## src/rtl/bcd_serial_addsub_if.sv

```systemverilog
// Operand/result bundle for the serial BCD adder/subtractor.
// Handshake: the master holds START high for one cycle while A, B and MODE
// are valid; the slave samples them only while idle, raises BUSY while it
// works, and pulses DONE for one cycle when SUM/COUT/NEG/ERR are valid.
// Those result outputs hold until the next accepted START.
interface bcd_serial_addsub_if #(
  parameter int DIGITS = 4
);
  logic                  START;
  logic                  MODE;
  logic [4*DIGITS-1:0]   A;
  logic [4*DIGITS-1:0]   B;
  logic [4*DIGITS-1:0]   SUM;
  logic                  COUT;
  logic                  NEG;
  logic                  ERR;
  logic                  BUSY;
  logic                  DONE;
  logic [1:0]            STATE;   // debug view of the controller state

  modport master (
    output START, MODE, A, B,
    input  SUM, COUT, NEG, ERR, BUSY, DONE, STATE
  );

  modport slave (
    input  START, MODE, A, B,
    output SUM, COUT, NEG, ERR, BUSY, DONE, STATE
  );
endinterface

```

## src/rtl/bcd_serial_addsub.sv

```systemverilog
// Serial packed-BCD adder/subtractor, one decimal digit per clock, LSD first.
// Subtraction adds the 9's complement of B plus one; a missing final carry
// means A<B, and a second pass converts the 10's-complement result back to
// a magnitude so the output is always sign-magnitude.
module bcd_serial_addsub #(
  parameter  int DIGITS = 4,
  localparam int CW     = $clog2(DIGITS) + 1
) (
  input logic               CLOCK_50,
  input logic               RESET,
  bcd_serial_addsub_if.slave bus
);

  typedef enum logic [1:0] {
    S_IDLE = 2'd0,
    S_ADD  = 2'd1,
    S_FIX  = 2'd2,
    S_DONE = 2'd3
  } state_t;

  state_t              r_state;
  state_t              w_next;
  logic [4*DIGITS-1:0] r_a;
  logic [4*DIGITS-1:0] r_bx;
  logic [4*DIGITS-1:0] r_sum;
  logic                r_mode;
  logic                r_carry;
  logic                r_cout;
  logic                r_neg;
  logic                r_err;
  logic [CW-1:0]       r_idx;

  logic                w_bad;
  logic [4*DIGITS-1:0] w_bx_in;
  logic [3:0]          w_op_x;
  logic [3:0]          w_op_y;
  logic [4:0]          w_s;
  logic [4:0]          w_s_adj;
  logic                w_gt9;
  logic [3:0]          w_dig;
  logic                w_last;
  logic                w_busy;
  logic                w_done;

  // Flag any non-decimal operand digit and form the (possibly complemented) B
  always_comb begin
    w_bad   = 1'b0;
    w_bx_in = bus.B;
    for (int i = 0; i < DIGITS; i++) begin
      if (bus.A[4*i +: 4] > 4'd9 || bus.B[4*i +: 4] > 4'd9) w_bad = 1'b1;
      if (bus.MODE) w_bx_in[4*i +: 4] = 4'd9 - bus.B[4*i +: 4];
    end
  end

  // One decimal digit step shared by ADD (A+Bx) and FIX (9-SUM); both add carry
  always_comb begin
    w_op_x = r_a[4*int'(r_idx) +: 4];
    w_op_y = r_bx[4*int'(r_idx) +: 4];
    if (r_state == S_FIX) begin
      w_op_x = 4'd9 - r_sum[4*int'(r_idx) +: 4];
      w_op_y = 4'd0;
    end
    w_s     = {1'b0, w_op_x} + {1'b0, w_op_y} + {4'd0, r_carry};
    w_s_adj = w_s - 5'd10;
    w_gt9   = (w_s > 5'd9);
    w_dig   = w_gt9 ? w_s_adj[3:0] : w_s[3:0];
    w_last  = (r_idx == CW'(DIGITS - 1));
  end

  // State register
  always_ff @(posedge CLOCK_50 or posedge RESET) begin
    if (RESET) r_state <= S_IDLE;
    else       r_state <= w_next;
  end

  // Next-state logic
  always_comb begin
    w_next = r_state;
    case (r_state)
      S_IDLE: if (bus.START) w_next = w_bad ? S_DONE : S_ADD;
      S_ADD:  if (w_last) w_next = (r_mode && !w_gt9) ? S_FIX : S_DONE;
      S_FIX:  if (w_last) w_next = S_DONE;
      S_DONE: w_next = S_IDLE;
      default: w_next = S_IDLE;
    endcase
  end

  // Moore outputs decoded from state
  always_comb begin
    w_busy = 1'b0;
    w_done = 1'b0;
    case (r_state)
      S_ADD, S_FIX: w_busy = 1'b1;
      S_DONE:       w_done = 1'b1;
      default: ;
    endcase
  end

  // Datapath: operand latch, digit write-back, carry, index and flags
  always_ff @(posedge CLOCK_50 or posedge RESET) begin
    if (RESET) begin
      r_a     <= '0;
      r_bx    <= '0;
      r_sum   <= '0;
      r_mode  <= 1'b0;
      r_carry <= 1'b0;
      r_cout  <= 1'b0;
      r_neg   <= 1'b0;
      r_err   <= 1'b0;
      r_idx   <= '0;
    end else begin
      case (r_state)
        S_IDLE: begin
          if (bus.START) begin
            r_a     <= bus.A;
            r_bx    <= w_bx_in;
            r_mode  <= bus.MODE;
            r_carry <= bus.MODE;
            r_idx   <= '0;
            r_sum   <= '0;
            r_cout  <= 1'b0;
            r_neg   <= 1'b0;
            r_err   <= w_bad;
          end
        end
        S_ADD: begin
          r_sum[4*int'(r_idx) +: 4] <= w_dig;
          if (!w_last) begin
            r_idx   <= r_idx + CW'(1);
            r_carry <= w_gt9;
          end else if (!r_mode) begin
            r_cout  <= w_gt9;
            r_carry <= w_gt9;
          end else if (!w_gt9) begin
            // No end-around carry: A<B, re-complement the result in FIX
            r_neg   <= 1'b1;
            r_idx   <= '0;
            r_carry <= 1'b1;
          end else begin
            r_carry <= w_gt9;
          end
        end
        S_FIX: begin
          r_sum[4*int'(r_idx) +: 4] <= w_dig;
          r_carry <= w_gt9;
          if (!w_last) r_idx <= r_idx + CW'(1);
        end
        default: ;
      endcase
    end
  end

  assign bus.SUM   = r_sum;
  assign bus.COUT  = r_cout;
  assign bus.NEG   = r_neg;
  assign bus.ERR   = r_err;
  assign bus.BUSY  = w_busy;
  assign bus.DONE  = w_done;
  assign bus.STATE = r_state;

endmodule

```

## src/flat_wrapper.sv

```systemverilog
// flat-port wrapper written by rule: the top's interface ports become plain ports
module bcd_serial_addsub_flat 
#(
  parameter  int DIGITS = 4,
  localparam int CW     = $clog2(DIGITS) + 1
)
  (CLOCK_50, RESET, bus_START, bus_MODE, bus_A, bus_B, bus_SUM, bus_COUT, bus_NEG, bus_ERR, bus_BUSY, bus_DONE, bus_STATE);
  bcd_serial_addsub_if #(.DIGITS(DIGITS)) bus_i ();
  input logic CLOCK_50;
  input logic RESET;
  input wire logic [$bits(bus_i.START)-1:0] bus_START;
  input wire logic [$bits(bus_i.MODE)-1:0] bus_MODE;
  input wire logic [$bits(bus_i.A)-1:0] bus_A;
  input wire logic [$bits(bus_i.B)-1:0] bus_B;
  output wire logic [$bits(bus_i.SUM)-1:0] bus_SUM;
  output wire logic [$bits(bus_i.COUT)-1:0] bus_COUT;
  output wire logic [$bits(bus_i.NEG)-1:0] bus_NEG;
  output wire logic [$bits(bus_i.ERR)-1:0] bus_ERR;
  output wire logic [$bits(bus_i.BUSY)-1:0] bus_BUSY;
  output wire logic [$bits(bus_i.DONE)-1:0] bus_DONE;
  output wire logic [$bits(bus_i.STATE)-1:0] bus_STATE;
  assign bus_i.START = bus_START;
  assign bus_i.MODE = bus_MODE;
  assign bus_i.A = bus_A;
  assign bus_i.B = bus_B;
  assign bus_SUM = bus_i.SUM;
  assign bus_COUT = bus_i.COUT;
  assign bus_NEG = bus_i.NEG;
  assign bus_ERR = bus_i.ERR;
  assign bus_BUSY = bus_i.BUSY;
  assign bus_DONE = bus_i.DONE;
  assign bus_STATE = bus_i.STATE;
  bcd_serial_addsub #(.DIGITS(DIGITS)) u_core (.CLOCK_50(CLOCK_50), .RESET(RESET), .bus(bus_i));
endmodule
```

## config.mk

```make
export PLATFORM = sky130hd
export DESIGN_NAME = bcd_serial_addsub_flat
export DESIGN_NICKNAME = d
export VERILOG_FILES = /design/src/rtl/bcd_serial_addsub_if.sv /design/src/rtl/bcd_serial_addsub.sv /design/src/flat_wrapper.sv
export SDC_FILE = /design/constraint.sdc
export NUM_CORES = 1
export LEC_CHECK = 0
export ABC_AREA = 1
export BUFFER_PORTS_ARGS = -buffer_cell sky130_fd_sc_hd__buf_2
export CORE_MARGIN = 2
export CORE_UTILIZATION = 45
export DETAILED_ROUTE_END_ITERATION = 7
export GPL_TIMING_DRIVEN = 0
export PLACE_DENSITY = 0.65
export SYNTH_ARGS = -nofsm -noshare
export SYNTH_HDL_FRONTEND = slang
export SYNTH_SLANG_ARGS = --single-unit
```

## constraint.sdc

```tcl
create_clock -name CLOCK_50 -period 4.1 [get_ports CLOCK_50]
set_input_delay 0.41 -clock CLOCK_50 [delete_from_list [all_inputs] [get_ports CLOCK_50]]
set_output_delay 0.41 -clock CLOCK_50 [all_outputs]
set_load 0.1 [all_outputs]
```

Yosys cells after proc, flatten, opt, wreduce, memory -nomap -nowiden:

Cells that the tools add are included.

* bits in registers: 58
* ROM bits: 0
* RAM bits: 0
* bits of input ports: 36
* output and inout bits: 23
* bits in latches: 0
* memories: 0

* magnitude comparators: 9
* muxes and demuxes: 40
* bitwise gates (word level): 0
* shift-type cells: 5
* equality and inequality tests: 13
* divide/modulo/power cells: 0
* reduce and logical (&&, ||, !) cells: 18
* multiply operators: 0
* $add $sub $neg: 10

Operator list (count)
* $shiftx A16 B6 Y4: 3
* $neg A5 Y33: 1
* $shift A4 B33 Y16 const A: 1
* $shiftx A4 B33 Y16: 1
* $gt A4 B4 Y1 const B: 8
* $pmux W16 S2: 1
* $mux W4: 7
* $sub A4 B4 Y4 const A: 5
* $bwmux W16: 1
* $mux W1: 16
* $mux W16: 1
* $mux W3: 5
* $reduce_and A5 Y1: 2
* $pmux W3 S3: 1
* $mux W2: 4
* $ne A2 B2 Y1 const B: 4
* $pmux W2 S4: 1
* $ne A2 B1 Y1 const B: 3
* $reduce_and A2 Y1: 3
* $add A4 B4 Y5: 1
* $add A5 B1 Y5: 1
* $gt A5 B4 Y1 const B: 1
* $eq A2 B2 Y1 const B: 2
* $logic_or A1 B1 Y1: 4
* 16 further kinds: 18

Logic depth before layout (Yosys ltp):

Gate-level depths: netlist of run 1.

* depth after elaboration: 11
* gate-level depth with buffers: 21

Worst setup path after synthesis of run 1:

No wires, ideal clock.

* kind: register -> register
* from: register u_core.r_state[0], in the netlist u_core.bus.STATE[0]
* to: register u_core.r_state[0], in the netlist u_core.bus.STATE[0]
* required time: 3977 ps
* slack: 540 ps
* setup time: 123 ps
* cell stages (with the launch flop): 17
* arrival: 3438 ps
* period minus slack after synthesis: 3560 ps
* cell sequence: dfrtp_1 inv_1 ha_1 clkbuf_1 nor2_1 nand2_1 fa_1 inv_1 fa_1 inv_1 nand2_2 nand3_4 nand2_4 o21ai_2 nand2_1 nand2_1 nand2_1

* longest elaborated chain between the ends: 10

Ends and longest elaborated chain
* from (decl): line bcd_serial_addsub.sv:21 `state_t r_state;`
* from (signal assigned): line bcd_serial_addsub.sv:73 `else r_state <= w_next;`
* $eq A2 B2 Y1: line bcd_serial_addsub.sv:59, bcd_serial_addsub.sv:79
* $mux W4: line bcd_serial_addsub.sv:59 `if (r_state == S_FIX) begin`
* $add A4 B4 Y5: line bcd_serial_addsub.sv:63 `w_s = {1'b0, w_op_x} + {1'b0, w_op_y} + {4'd0, r_carry};`
* $add A5 B1 Y5: line bcd_serial_addsub.sv:63
* $gt A5 B4 Y1: line bcd_serial_addsub.sv:65 `w_gt9 = (w_s > 5'd9);`
* $logic_not A1 Y1: line bcd_serial_addsub.sv:81 `S_ADD: if (w_last) w_next = (r_mode && !w_gt9) ? S_FIX : S_DONE;`
* $logic_and A1 B1 Y1: line bcd_serial_addsub.sv:81
* $mux W1: line bcd_serial_addsub.sv:81
* $mux W2: line bcd_serial_addsub.sv:81
* $pmux W2 S4: line bcd_serial_addsub.sv:79 `case (r_state)`

Parallel ways exist; a longest one is shown, timed or not. The select of a mux whose other input is x is not followed.
A chain may end at the register's enable or synchronous reset.

Worst setup path in the final report of run 1:

* from: register u_core.r_idx[1]
* to: register u_core.r_idx[0]

* longest elaborated chain between the ends: 8

Ends and longest elaborated chain
* from (decl): line bcd_serial_addsub.sv:31 `logic [CW-1:0] r_idx;`
* from (signal assigned): line bcd_serial_addsub.sv:129 `r_idx <= r_idx + CW'(1);`
* from (signal assigned): line bcd_serial_addsub.sv:146 `if (!w_last) r_idx <= r_idx + CW'(1);`
* $shiftx A16 B6 Y4: line bcd_serial_addsub.sv:60 `w_op_x = 4'd9 - r_sum[4*int'(r_idx) +: 4];`
* $sub A4 B4 Y4: line bcd_serial_addsub.sv:60
* $mux W4: line bcd_serial_addsub.sv:59
* $add A4 B4 Y5: line bcd_serial_addsub.sv:63
* $add A5 B1 Y5: line bcd_serial_addsub.sv:63
* $gt A5 B4 Y1: line bcd_serial_addsub.sv:65
* $ne A3 B3 Y1 (no source line)
* $reduce_and A5 Y1 (no source line)

Parallel ways exist; a longest one is shown, timed or not.

==> metrics.txt, run 1 <==
nets=597; Setup WS post-layout=0.532 ns; EDFF count, synth=0; top cell type's share of synthesized area=40.3%; top cells by area, synth=dfrtp_1 40%, nand2_1 15%, o21ai_0 7.8%; Setup Skew=0.0128 ns; initial antenna violation count=0; Max Freq=280 MHz; Buffers on Ports=58; largest net degree at the start of global routing=37; cell chosen for the clock root=clkbuf_8; Seq/Total Area, Yosys=40.3%; clock buffer depth=2; Detail Placement HPWL=7000 um; clock slew seen by the registers of the worst setup and hold paths=0.06 ns; Hold Path Class=in2async; synth unique cells=44; ANT nets after route=0; CTS hold repair buffers=0; Fillers=759; post-synthesis cell area=3600 um2; drt wl/cell=14.3 um; post-cts resize count=0; via count=3342; Final Hold Viols=0; unrepaired setup endpoints after global routing=false; Starting Density=46.6%; first-pass GRT wire length=15200 um; Worst Tran Pin Value=0.597 ns; Synthesis Warnings=0; Ant. Diodes=0; vias in the first global route=3199; Critical Path Sink Type=flop; Crit-path slowest cell=dfrtp_1; worst-path cell chain=inv_1, clkbuf_1, o21ai_0, o22ai_1, a22oi_1, fa_1, inv_1, fa_1, inv_1, nand2_2, nand3_4, nand2_4, nand2_1, nand4_1, nand2_1, nand2_1; area leader, netlist=dfrtp_1; CP Max Fanout=11; Synth Area per Inst=7.69 um2; DR vias/cell=5.20; IO Pins=59; die area=8730 um2; core outline area=7730 um2; Post-Route WL=9170 um; CTS tree=done; Rel. slew slack=60.2%; GRT Util Overall=22.6%; Seq cells post-synth=58; cells after synthesis=468; Row Count=32; Clock Sinks=58; CP peak stage delay=0.54 ns; Setup TNS=0 ns; Startpoint Class=flop; CP required=4.33 ns; Crit Path Class=reg2reg; initial drt markers=132; hold slack=0.0752 ns; Period Utilization, post-route=87.0%; Inserted Clock Buffers=9; Max-Cap Viols=0; GRT overflow=0; Clock H-tree levels=3; ys async rst share=100%; post-place setup slack=0.564 ns; worst endpoint data arrival time=3.80 ns; RePlAce Congestion=0.915; clock latency on the worst-skew pair=0.35 ns; cell area after layout=4220 um2; Final Critical Period=3.57 ns; die width=93.4 um; syn nets=527; max-slew violations=0; die height=93.4 um; Setup Buffers After CTS=0; drt drc=0; status=completed; final setup vio count=0; Placed Area=4040 um2; Area growth, synth to finish=17.1%; top_reg_cell synth=dfrtp_1; layout cells sized above 1=18.3%; Detailed Routing Iterations Pass 1=5
-- final timing paths --
check / start / endpoint / slack (ns) / cells past startpoint
min in group CLOCK_50: bus_A[0] / u_core.r_a[0] / 0.25 / 3
max in group asynchronous: RESET / u_core.bus.ERR / 3.47 / 3
worst max register to register: u_core.r_idx[1] / u_core.r_idx[0] / 0.53 / 16
worst min register to register: u_core.r_a[8] / u_core.r_a[8] / 0.48 / 2
worst max-delay path: u_core.r_idx[1] / u_core.r_idx[0] / 0.53 / 16
worst min-delay path: RESET / u_core.bus.SUM[4] / 0.08 / 2
-- cell families (layout without fill, tap and decap cells) --
family / Yosys count / in the layout / synth area share (%)
and+or+nand+nor: 202 / 202 / 24.7
AOI/OAI and AO/OA: 107 / 107 / 16.6
buffers and inverters: 69 / 142 / 7.54
DFF: 58 / 58 / 40.3
adders and majority gates: 23 / 23 / 8.41
xor gates and xnor gates: 9 / 9 / 2.40
-- sequential cells by signal (all words and copies together) (netlist names) --
| signal | cells |
|---|---|
| u_core.bus.SUM | 16 |
| u_core.r_a | 16 |
| u_core.r_bx | 16 |
| u_core.r_idx | 3 |
| u_core.bus.STATE | 2 |
| u_core.bus.COUT | 1 |
| u_core.bus.ERR | 1 |
| u_core.bus.NEG | 1 |
| u_core.r_carry | 1 |
| u_core.r_mode | 1 |
-- worst max-delay path: cells and delay by family, from the launching register on --
| kind | cells | cell delay, ns |
|---|---|---|
| buf+inv | 4 | 0.95 |
| flops | 1 | 0.54 |
| compound gates | 3 | 0.46 |
| simple gates | 7 | 0.66 |
| fa+ha+maj | 2 | 0.85 |
-- per-layer routing --
layer / routed length (um) / vias to the layer above / global-route usage [%]
met2: 4360 / 106 / 37.2
met5: 0 / - / 0
met3: 540 / 17 / 4.92
met1: 4110 / 1557 / 29.4
li1: - / 1662 / -
met4: 163 / 0 / 7.84
-- cell usage after synthesis, types with 2 or more instances --
master	instances
nand2_2	2
buf_2	7
inv_1	49
o21ai_1	4
a32o_1	2
nand3_1	17
nor2_2	3
nor2_1	24
o211ai_1	3
a22oi_1	2
o22ai_1	6
xor2_1	4
xnor2_1	4
nand4_1	4
clkbuf_1	9
o21ai_0	56
dfrtp_1	58
nand2_4	2
a21oi_1	25
nor3_2	2
nand2_1	141
fa_1	2
ha_1	21
-- metrics by stage --
step                std cells  util, %
floorplan                 468        -
global placement          628     52.0
detailed placement        629     52.3
CTS                       643     54.5
global route              643     54.5
finish                    643     54.5
-- cell type report --
| class | count | area, um2 | area share, % |
|---|---|---|---|
| Timing Repair Buffer | 59 | 310 | 7.36 |
| Tap cell | 102 | 128 | 3.03 |
| Buffer | 18 | 80.1 | 1.90 |
| Inverter | 51 | 191 | 4.54 |
| Multi-Input combinational cell | 341 | 1880 | 44.5 |
| Sequential cell | 58 | 1450 | 34.4 |
| Clock buffer | 12 | 165 | 3.92 |
| Clock inverter | 2 | 12.5 | 0.297 |
-- cell usage in the layout, fill, tap and decap left out, types with 3 or more instances in the layout --
| cell type | n |
|---|---|
| nor2_2 | 3 |
| xnor2_1 | 4 |
| xor2_1 | 4 |
| o21ai_1 | 4 |
| dfrtp_1 | 58 |
| nor2_1 | 24 |
| o22ai_1 | 6 |
| o21ai_0 | 56 |
| ha_1 | 21 |
| o211ai_1 | 3 |
| nand4_1 | 4 |
| nand3_1 | 17 |
| clkbuf_1 | 9 |
| clkbuf_8 | 12 |
| nand2_1 | 141 |
| a21oi_1 | 25 |
| inv_1 | 48 |
| buf_2 | 65 |
Power of run 1 is not shown: default switching activity piles up to over one toggle a cycle in this logic, so the estimate is an artifact.
==> run 2, diff against run 1 <==
--- a/config.mk
+++ b/config.mk
@@ -5,12 +5,13 @@
 export SDC_FILE = /design/constraint.sdc
 export NUM_CORES = 1
 export LEC_CHECK = 0
-export ABC_AREA = 1
+export ABC_AREA = 0
 export BUFFER_PORTS_ARGS = -buffer_cell sky130_fd_sc_hd__buf_2
 export CORE_MARGIN = 2
 export CORE_UTILIZATION = 45
 export DETAILED_ROUTE_END_ITERATION = 7
 export GPL_TIMING_DRIVEN = 0
+export MAX_ROUTING_LAYER = met4
 export PLACE_DENSITY = 0.65
 export SYNTH_ARGS = -nofsm -noshare
 export SYNTH_HDL_FRONTEND = slang
==> metrics.txt, run 2 <==
worst endpoint data arrival time=4.17 ns; ys async rst share=100%; Synthesis Warnings=0; clock buffer depth=2; RePlAce Congestion=0.860; GRT Util Overall=21.0%; first-pass GRT wire length=13800 um; ANT nets after route=0; CP required=4.37 ns; post-synthesis adder-cell area fraction=8.58%; reg2reg path depth=13; post-place setup slack=-0.0831 ns; XOR/XNOR share of the synthesized area=2.48%; most common cell after layout, fill and taps aside=buf_2; Max Freq=256 MHz; r2r startpoint=u_core.r_idx[0]; unrepaired setup endpoints after global routing=false; die width=92.6 um; clock latency on the worst-skew pair=0.33 ns; area leader, netlist=dfrtp_1; Rel. slew slack=53.7%; Cells after DPL=496; Startpoint Class=flop; Clock Sinks=58; synth unique cells=57; nets=464; Final Util=54.5%; syn nets=394; CP Max Fanout=10; commonest cells in the netlist=58 x dfrtp_1, 45 x nand2_1, 34 x o21ai_0, 23 x inv_1, 21 x ha_1; Inserted Clock Buffers=9; via count=2803; Period Utilization, post-route=95.1%; Row Count=32; final setup vio count=0; Setup WS post-layout=0.200 ns; Post-Route WL=8160 um; mux cell area share after synthesis=15.5%; vias in the first global route=2779; core outline area=7650 um2; Final Hold Viols=0; status=completed; CTS hold repair buffers=0; largest family of logic cells by synthesized area=compound AO/OA/AOI/OAI gates; Cell Count, Final, Fillers Out=512; Ant. Diodes=0; clock slew seen by the registers of the worst setup and hold paths=0.07 ns; Hold Path Class=in2async; top cells by area, synth=dfrtp_1 41%, ha_1 7.4%, mux4_2 7.0%; Starting Density=46.2%; IO Pins=59; Critical path origin=u_core.r_idx[0]; DR vias/cell=5.47; Buffers on Ports=58; die area=8570 um2; Area growth, synth to finish=18.1%; cells after synthesis=335; Max-Cap Viols=0; Fillers=683; Setup TNS=0 ns; Crit Path Class=reg2reg; Setup Buffers After CTS=0; Post-Synth Simple-Gate Area=11.9%; EDFF count, synth=0; Final Critical Period=3.90 ns; initial antenna violation count=0; Seq cells post-synth=58; GRT overflow=0; max-slew violations=0; Synth Area per Inst=10.5 um2; largest net degree at the start of global routing=43; drt wl/cell=15.9 um; CTS tree=done; top_reg_cell synth=dfrtp_1; drt drc=0; flop-to-flop setup slack=0.20 ns; Detailed Routing Iterations Pass 1=4; most common cell in the netlist=dfrtp_1; layout cells sized above 1=27.6%; most frequent cells in the layout=60 x buf_2, 58 x dfrtp_1, 45 x nand2_1, 34 x o21ai_0, 22 x inv_1; initial drt markers=76; cell chosen for the clock root=clkbuf_8; post-synthesis cell area=3530 um2; top cell type's share of synthesized area=41.1%; Synth Area in Compound Gates=15.9%; Seq/Total Area, Yosys=41.1%; Critical Path Sink Type=flop; Worst Tran Pin Value=0.694 ns; worst flop-to-flop path endpoint=u_core.bus.SUM[6]; die height=92.6 um; Clock H-tree levels=3; Detail Placement HPWL=6330 um; Setup Skew=0.00996 ns
-- run 2: changes by cell type after synthesis, moves of 4 or more --
| cell | before | now |
|---|---|---|
| and3_1 | 0 | 4 |
| mux2i_1 | 0 | 7 |
| o22ai_1 | 6 | 2 |
| mux2_1 | 0 | 5 |
| inv_1 | 49 | 23 |
| mux4_2 | 0 | 11 |
| a21oi_1 | 25 | 6 |
| a22o_1 | 1 | 12 |
| nor2_1 | 24 | 10 |
| o21ai_0 | 56 | 34 |
| and2_1 | 0 | 4 |
| nand3_1 | 17 | 2 |
| mux2_2 | 0 | 13 |
| nand2_1 | 141 | 45 |
-- run 2: how the worst max path moves through the flow --
stage / end / slack [ns] / depth (start not counted)
finish: u_core.bus.SUM[6] / 0.20 / 13
global route: u_core.bus.SUM[6] / 0.01 / 13
CTS: u_core.bus.SUM[6] / 0.10 / 13
detailed placement: u_core.bus.SUM[6] / -0.08 / 13
global placement: u_core.bus.SUM[10] / -0.05 / 13
floorplan: u_core.bus.SUM[2] / 0.08 / 15
-- run 2: timing repair --
action,4_1_cts,5_1_grt
gates resized for setup,2,2
endpoints found under the setup margin,4,5
pin swaps,0,1
-- run 2: final cells by class --
type	instances	area, um2	area share (%)
Multi-Input combinational cell	238	1930	46.3
Sequential cell	58	1450	34.8
Timing Repair Buffer	59	310	7.44
Clock buffer	11	131	3.15
Tap cell	102	128	3.06
Inverter	24	90.1	2.16
Buffer	15	73.8	1.77
Clock inverter	5	55.1	1.32
-- run 2: cell families (layout without fill, tap and decap cells) --
family	count (synthesis)	in the layout
buffers and inverters	39	114
muxes	37	37
xor gates and xnor gates	10	10
adders and majority gates	23	23
AOI/OAI and AO/OA	84	84
and+or+nand+nor	84	84
DFF	58	58
-- run 2: per-layer routing --
layer	track usage [%]	vias up	share of wire (%)	wire length, um
met5	-	-	0	0
li1	-	1343	-	-
met3	3.66	8	4.2	341
met2	33.9	65	48	3930
met4	5.97	0	1.1	87
met1	27.5	1387	47	3800
-- run 2: stage by stage --
stage | hold slack (ns) | instance area, um2
global route | 0.0743 | 4170
detailed placement | 0.408 | 3970
CTS | 0.0486 | 4160
global placement | 0.458 | 3950
finish | 0.0508 | 4170
floorplan | 0.445 | 3530
-- run 2: critical path, cell delays in order, from the launching register on --
cell and delay, ns:
dfrtp_1 0.41, buf_4 0.25, buf_4 0.24, mux4_2 0.57
a22oi_1 0.25, fa_1 0.24, inv_1 0.06, fa_1 0.40
xnor2_1 0.27, ha_1 0.31, nor2b_1 0.14, a22o_1 0.24
nor3_4 0.25, a22o_1 0.21
Power of run 2 is left out for the same reason.
==> run 3, diff against run 2 <==
--- a/config.mk
+++ b/config.mk
@@ -9,6 +9,7 @@
 export BUFFER_PORTS_ARGS = -buffer_cell sky130_fd_sc_hd__buf_2
 export CORE_MARGIN = 2
 export CORE_UTILIZATION = 45
+export CTS_BUF_LIST = sky130_fd_sc_hd__clkbuf_4 sky130_fd_sc_hd__clkbuf_8
 export DETAILED_ROUTE_END_ITERATION = 7
 export GPL_TIMING_DRIVEN = 0
 export MAX_ROUTING_LAYER = met4
==> metrics.txt, run 3 (synthesized netlist as in run 2, its figures left out) <==
initial drt markers=87; worst-path cell chain=buf_4, buf_4, mux4_2, a22oi_1, fa_1, inv_1, fa_1, xnor2_1, ha_1, nor2b_1, a22o_1, nor3_4, a22o_1; final setup vio count=0; Clock Sinks=58; via count=2791; Starting Density=46.2%; first-pass GRT wire length=13800 um; Crit-path slowest cell=mux4_2; DR vias/cell=5.45; CTS hold repair buffers=0; GRT overflow=0; Setup Buffers After CTS=0; Worst Tran Pin Value=0.699 ns; Crit Path Class=reg2reg; RePlAce Congestion=0.860; ANT nets after route=0; CP required=4.37 ns; Area growth, synth to finish=18.3%; CTS tree=done; largest net degree at the start of global routing=43; drt wl/cell=15.9 um; Period Utilization, post-route=95.1%; worst setup path endpoint=u_core.bus.SUM[6]; most common cell after layout, fill and taps aside=buf_2; die width=92.6 um; r2r startpoint=u_core.r_idx[0]; top sig layer=met4; Seq. cell area=1450 um2; clock buffer depth=2; Post-Route WL=8140 um; wire length on met1=3780 um; max-slew violations=0; Met2 Wirelength=3940 um; Clock H-tree levels=3; initial antenna violation count=0; flop-to-flop setup slack=0.20 ns; reg2reg path depth=13; GRT Util Overall=21.1%; die height=92.6 um; worst endpoint data arrival time=4.16 ns; CP peak stage delay=0.57 ns; DR WL met3=324 um; worst flop-to-flop path endpoint=u_core.bus.SUM[6]; Inserted Clock Buffers=9; Critical path origin=u_core.r_idx[0]; clock slew seen by the registers of the worst setup and hold paths=0.07 ns; Rel. slew slack=53.4%; Detail Placement HPWL=6330 um; cell chosen for the clock root=clkbuf_8; IO Pins=59; Detailed Routing Iterations Pass 1=4; Max-Cap Viols=0; Startpoint Class=flop; most frequent cells in the layout=60 x buf_2, 58 x dfrtp_1, 45 x nand2_1, 34 x o21ai_0, 22 x inv_1; status=completed; Final Hold Viols=0; nets=464; clock latency on the worst-skew pair=0.33 ns; Buffers on Ports=58; layout cells sized above 1=28.0%; hold slack=0.0507 ns; Fillers=684; Ant. Diodes=0; Hold Path Class=in2async; Final Critical Period=3.90 ns; unrepaired setup endpoints after global routing=false; Max Freq=256 MHz; die area=8570 um2; Row Count=32; vias in the first global route=2785; Setup Skew=0.0103 ns; drt drc=0; core outline area=7650 um2; CP Max Fanout=10; Critical Path Sink Type=flop; area occupied by multi-input gates=1930 um2
==> run 3: cell counts in the layout (fill, tap and decap cells not counted) <==
Identical to the previous run, type by type.
==> run 3: worst min-delay path by stage <==
stage / endpoint / startpoint / cells past startpoint
after detailed placement: u_core.bus.SUM[15] / RESET / 2
after floorplan: u_core.r_bx[10] / u_core.r_bx[10] / 2
final: u_core.bus.SUM[9] / RESET / 2
after CTS: u_core.bus.SUM[9] / RESET / 2
after global routing: u_core.bus.SUM[9] / RESET / 2
after global placement: u_core.r_bx[9] / u_core.r_bx[9] / 2
==> run 3: per-stage QoR <==
| step | setup TNS [ns] | cells | worst slack [ns] | utilization [%] | area, um2 |
|---|---|---|---|---|---|
| 4_1_cts | 0 | 512 | 0.100 | 54.5 | 4170 |
| 2_1_floorplan | 0 | 335 | 0.0829 | - | 3530 |
| 6_report | 0 | 512 | 0.201 | 54.6 | 4180 |
| 3_3_place_gp | -0.139 | 495 | -0.0511 | 51.6 | 3950 |
| 5_1_grt | 0 | 512 | 0.0139 | 54.6 | 4180 |
| 3_5_place_dp | -0.289 | 496 | -0.0831 | 51.9 | 3970 |
==> run 3: routing by layer <==
metal / up-vias / track usage (%)
li1: 1345 / -
met2: 61 / 33.9
met3: 10 / 3.66
met4: 0 / 6.34
met1: 1375 / 27.5
met5: - / -
==> run 3: worst max-delay path: cells and delay by family (launching register included) <==
kind	cells	cell delay [ns]
AO/OA/AOI/OAI	3	0.70
XOR/XNOR	1	0.27
adder cells (fa/ha/maj)	3	0.95
buffers and inverters	3	0.55
flip-flops	1	0.41
multiplexers	1	0.57
AND/OR/NAND/NOR	2	0.39
==> run 3: what timing repair did <==
action                                  4_1_cts  5_1_grt
endpoints found under the setup margin        4        5
pin swaps                                     0        1
resized for setup                             2        2
==> run 3: layout make-up <==
type	count	area share, %
Sequential cell	58	34.7
Buffer	15	1.77
Inverter	24	2.16
Clock buffer	11	3.32
Multi-Input combinational cell	238	46.2
Tap cell	102	3.05
Clock inverter	5	1.32
Timing Repair Buffer	59	7.43
Power of run 3 is left out for the same reason.
